[src/rtl/sweep_sequencer.sv]
// Triangle-sweep controller for an external WIDTH-bit up/down counter.
// Loads lo, counts up to hi, dwells PAUSE cycles, counts down to lo, and
// repeats reps times before pulsing done. Strobes are Moore-decoded from
// the registered state; done/err are registered one-cycle pulses.
module sweep_sequencer #(
  parameter int unsigned WIDTH = 4,
  parameter int unsigned PAUSE = 2
) (
  input  logic             clk,
  input  logic             reset,
  input  logic             start,
  input  logic             abort,
  input  logic [WIDTH-1:0] lo,
  input  logic [WIDTH-1:0] hi,
  input  logic [3:0]       reps,
  input  logic [WIDTH-1:0] cuenta,
  output logic             load,
  output logic             ce,
  output logic             dir,
  output logic [WIDTH-1:0] datain,
  output logic             busy,
  output logic             done,
  output logic             err,
  output logic [3:0]       rep_left
);

  typedef enum logic [2:0] {IDLE, LOAD, UP, DWELL, DOWN, DONE} state_t;

  localparam int unsigned DW = (PAUSE > 2) ? $clog2(PAUSE) : 1;
  localparam logic [DW-1:0] DWELL_LAST = DW'((PAUSE > 0) ? PAUSE - 1 : 0);

  state_t           state, state_nx;
  logic [WIDTH-1:0] lo_q, hi_q;
  logic [DW-1:0]    dwell_cnt;
  logic             start_ok;
  logic             up_last;
  logic             down_last;
  logic             dwell_last;
  logic [3:0]       rep_dec;

  assign start_ok   = (lo < hi) && (reps != '0);
  // Leave one count early: the counter lands on the bound on the same edge.
  assign up_last    = (cuenta == hi_q - WIDTH'(1));
  assign down_last  = (cuenta == lo_q + WIDTH'(1));
  assign dwell_last = (dwell_cnt == DWELL_LAST);
  assign rep_dec    = rep_left - 4'd1;

  // Next-state decode; abort overrides every non-IDLE transition.
  always_comb begin
    state_nx = state;
    case (state)
      IDLE:  if (!abort && start && start_ok) state_nx = LOAD;
      LOAD:  state_nx = UP;
      UP:    if (up_last) state_nx = (PAUSE > 0) ? DWELL : DOWN;
      DWELL: if (dwell_last) state_nx = DOWN;
      DOWN:  if (down_last) state_nx = (rep_dec == '0) ? DONE : UP;
      DONE:  state_nx = IDLE;
      default: state_nx = IDLE;
    endcase
    if (abort && state != IDLE) state_nx = IDLE;
  end

  // State, captured bounds, repetition and dwell counters, and pulses.
  always_ff @(posedge clk or negedge reset) begin
    if (!reset) begin
      state     <= IDLE;
      lo_q      <= '0;
      hi_q      <= '0;
      rep_left  <= '0;
      dwell_cnt <= '0;
      done      <= 1'b0;
      err       <= 1'b0;
    end else begin
      state     <= state_nx;
      done      <= (state == DOWN) && (state_nx == DONE);
      err       <= (state == IDLE) && start && !abort && !start_ok;
      dwell_cnt <= (state == DWELL) ? dwell_cnt + DW'(1) : '0;
      if (state == IDLE && state_nx == LOAD) begin
        lo_q     <= lo;
        hi_q     <= hi;
        rep_left <= reps;
      end else if (abort && state != IDLE) begin
        rep_left <= '0;
      end else if (state == DOWN && down_last) begin
        rep_left <= rep_dec;
      end
    end
  end

  // Moore output decode from the registered state.
  always_comb begin
    load   = (state == LOAD);
    ce     = (state == UP) || (state == DOWN);
    dir    = (state == DOWN);
    busy   = (state == LOAD) || (state == UP) || (state == DWELL) || (state == DOWN);
    datain = (state == IDLE) ? '0 : lo_q;
  end

endmodule

[config.mk]
export PLATFORM = sky130hd
export DESIGN_NAME = sweep_sequencer
export DESIGN_NICKNAME = d
export VERILOG_FILES = /design/src/rtl/sweep_sequencer.sv
export SDC_FILE = /design/constraint.sdc
export NUM_CORES = 1
export LEC_CHECK = 0
export CAP_MARGIN = 10
export CORE_UTILIZATION = 48
export DETAILED_ROUTE_END_ITERATION = 16
export GPL_ROUTABILITY_DRIVEN = 0
export PLACE_DENSITY_LB_ADDON = 0.2
export SLEW_MARGIN = 5
export SYNTH_ARGS = -nofsm -noshare
export SYNTH_HDL_FRONTEND = slang
export SYNTH_SLANG_ARGS = --single-unit
export TNS_END_PERCENT = 5
[constraint.sdc]
create_clock -name clk -period 2.5 [get_ports clk]
set_clock_uncertainty 0.1 [all_clocks]
set_input_delay 0.75 -clock clk [delete_from_list [all_inputs] [get_ports clk]]
set_output_delay 0.75 -clock clk [all_outputs]
set_load 0.01 [all_outputs]
==> reports/summary.txt <==
Outcome -> completed
DRT iter0 DRCs -> 12
Remaining Overflow, GRT -> 0
Leakage -> 0.805 nW
Chip width -> 52.9 um
Top cells by count, synth -> dfrtp_1 (18), xnor2_1 (10), nand2_1 (8), nor2_1 (8)
Post-route ant nets -> 0
Die ar. -> 2800 um^2
Gate Count Post-Synth -> 122
Fin crit period -> 2.45 ns
Sink Count -> 18
Post-Synth XOR/XNOR Area -> 13.1%
Largest net degree at the start of global routing -> 19
Number of synthesized flops with an enable pin -> 0
CP max FO -> 7
Hold Path Class -> reg2reg
PD cells -> 973 nW/um^2
Most used DFF post-synth -> dfrtp_1
Synth area leader -> dfrtp_1
H-tree levels -> 1
Port Buffer Count -> 33
Core Area -> 2450 um^2
Crit path launch type -> input pin
Top-area cell type share of the netlist area -> 36.2%
Per-cell routed wire length -> 13.6 um
Starting Density -> 50.7%
Largest family of logic cells by synthesized area -> simple AND/OR/NAND/NOR gates
CTS Hold Buffers Added -> 0
Synth cell types -> 41
Number of antenna repair diodes -> 0
Endpoints failing setup -> 0
Final #Nets -> 200
Post-Synth Simple-Gate Area -> 22.8%
Vias -> 1063
Worst hold slack -> 0.397 ns
Max VDD drop -> 0.749 mV
Pre-antenna DRT Iters -> 4
RSZ-0062 raised after global routing -> true
Slew @ Worst Pin -> 0.459 ns
Rows -> 18
Top-count cell post-synth -> dfrtp_1
WL final -> 2750 um
Yosys warnings -> 0
Post-Synth Adder-Cell Area -> 7.04%
Fmax -> 408 MHz
TritonCTS Buffers -> 3
Initial antenna violation count -> 0
Worst path arrival time -> 2.54 ns
Vias per inst -> 5.26
Cell Area, Synth -> 1240 um^2
Hpwl dp -> 2250 um
Setup crit end kind -> register
Vias in the first global route -> 1088
CTS Buffer Depth -> 2
Worst rel slew slack -> 69.0%
Area contributors post-synth -> dfrtp_1 (36%), ha_1 (7.0%), xnor2_1 (7.0%), mux2_1 (5.4%), xor2_1 (2.8%)
Syn Area/Cell -> 10.2 um^2
Worst-Skew Late Latency -> 0.30 ns
Area added between synthesis and finish -> 41.5%
Syn Nets -> 149
CTS tree -> done
Final Hold Vio Count -> 0
Ys async rst share -> 100%
Req. time, crit path -> 2.59 ns
Period Utilization, post-route -> 98.1%
Layout cells sized above 1 -> 22.7%
I/O pin cnt -> 34
Yosys reg bits -> 18
Die Y -> 52.9 um
Drc violations -> 0
Total track usage -> 22.9%
Mux cell area share after synthesis -> 6.63%
First-pass GRT wire length -> 4560 um
Post-layout util -> 71.8%
Setup Crit Path Kind -> in2reg
Compound-Gate Fraction of Synth Area -> 9.85%
Final Slew Violations -> 0
Max cap viols -> 0
Clock transition at path regs -> 0.11 ns
Seq/Total Area, Yosys -> 36.2%
CTS root buffer -> clkbuf_4
-- registers in the layout, summed over array words and instances, names as in the netlist --
register / count
dwell_cnt: 1
state: 3
done: 1
err: 1
hi_q: 4
lo_q: 4
rep_left: 4
-- final timing paths --
| path | start | to | slack (ns) | cells past startpoint |
|---|---|---|---|---|
| worst max register to register | lo_q[0]$_DFFE_PN0P_ | done$_DFF_PN0_ | 0.39 | 6 |
| worst min-delay path | dwell_cnt$_DFF_PN0_ | dwell_cnt$_DFF_PN0_ | 0.40 | 1 |
| max in group asynchronous | reset | state[0]$_DFF_PN0_ | 1.43 | 2 |
| min in group asynchronous | reset | rep_left[2]$_DFFE_PN0P_ | 0.66 | 2 |
| worst min register to register | dwell_cnt$_DFF_PN0_ | dwell_cnt$_DFF_PN0_ | 0.40 | 1 |
| worst max-delay path | hi[1] | lo_q[1]$_DFFE_PN0P_ | 0.05 | 8 |
-- final cells by class --
cell class                      instances  area, um^2
Fill cell                             198         693
Inverter                                7        26.3
Multi-Input combinational cell         93         754
Timing Repair Buffer                   50         455
Sequential cell                        18         452
Tap cell                               30        37.5
Clock buffer                            4        36.3
-- layer usage --
metal	up-vias	share of wire, %	wire [um]	track usage, %
li1	522	-	-	-
met1	518	43	1180	25.4
met2	23	54	1470	43.9
met3	0	3.3	90	2.87
met4	0	0	0	7.89
met5	-	0	0	0
-- cell families after synthesis --
family | count (synthesis)
DFF | 18
AOI/OAI and AO/OA | 16
xor gates and xnor gates | 16
adders and majority gates | 7
buffers and inverters | 11
and+or+nand+nor | 47
muxes | 7
-- what timing repair did --
action                     in CTS  in global routing
setup endpoints to repair       8                 12
pin swaps                       1                  0
gates resized for setup         9                  5
setup buffers                   1                  0
-- placed cells by master (no fill, tap or decap), drive strengths merged, types with 2 or more instances in the layout --
cell type      instances
nand2                  8
inv                    7
nand3                  4
nor3                   7
o21ai                  7
a21oi                  3
nand4                  3
clkbuf                 4
dlymetal6s2s           2
xnor2                 10
clkdlybuf4s50         25
xor2                   5
dfrtp                 18
nor2                  10
dlygate4sd2            6
and3                   2
buf                   17
ha                     7
nor2b                  5
nor3b                  2
mux2                   7
-- metrics by stage --
step / worst slack [ns] / total power, mW / TNS (ns) / std cells / area, um^2
after floorplan: 0.140 / 1.13 / 0 / 122 / 1240
after global placement: -0.233 / 1.51 / -2.63 / 197 / 1700
after detailed placement: -0.267 / 1.56 / -3.22 / 197 / 1700
after CTS: 0.00520 / 1.73 / 0 / 202 / 1740
after global routing: -0.00340 / 1.84 / -0.00456 / 202 / 1760
final: 0.0478 / 1.71 / 0 / 202 / 1760
-- report_power, final --
group	switching (mW)	total (mW)	internal (mW)
Sequential	0.126	0.527	0.400
Combinational	0.450	1.00	0.550
Clock	0.0987	0.188	0.0888
-- worst max-delay path, cell delays in order --
cell	delay, ns
clkdlybuf4s50_1	0.47
inv_1	0.04
ha_1	0.28
o211ai_1	0.19
nor2_2	0.09
nor3_4	0.19
buf_4	0.18
mux2_1	0.34
Power figures use the tool's default switching activity.
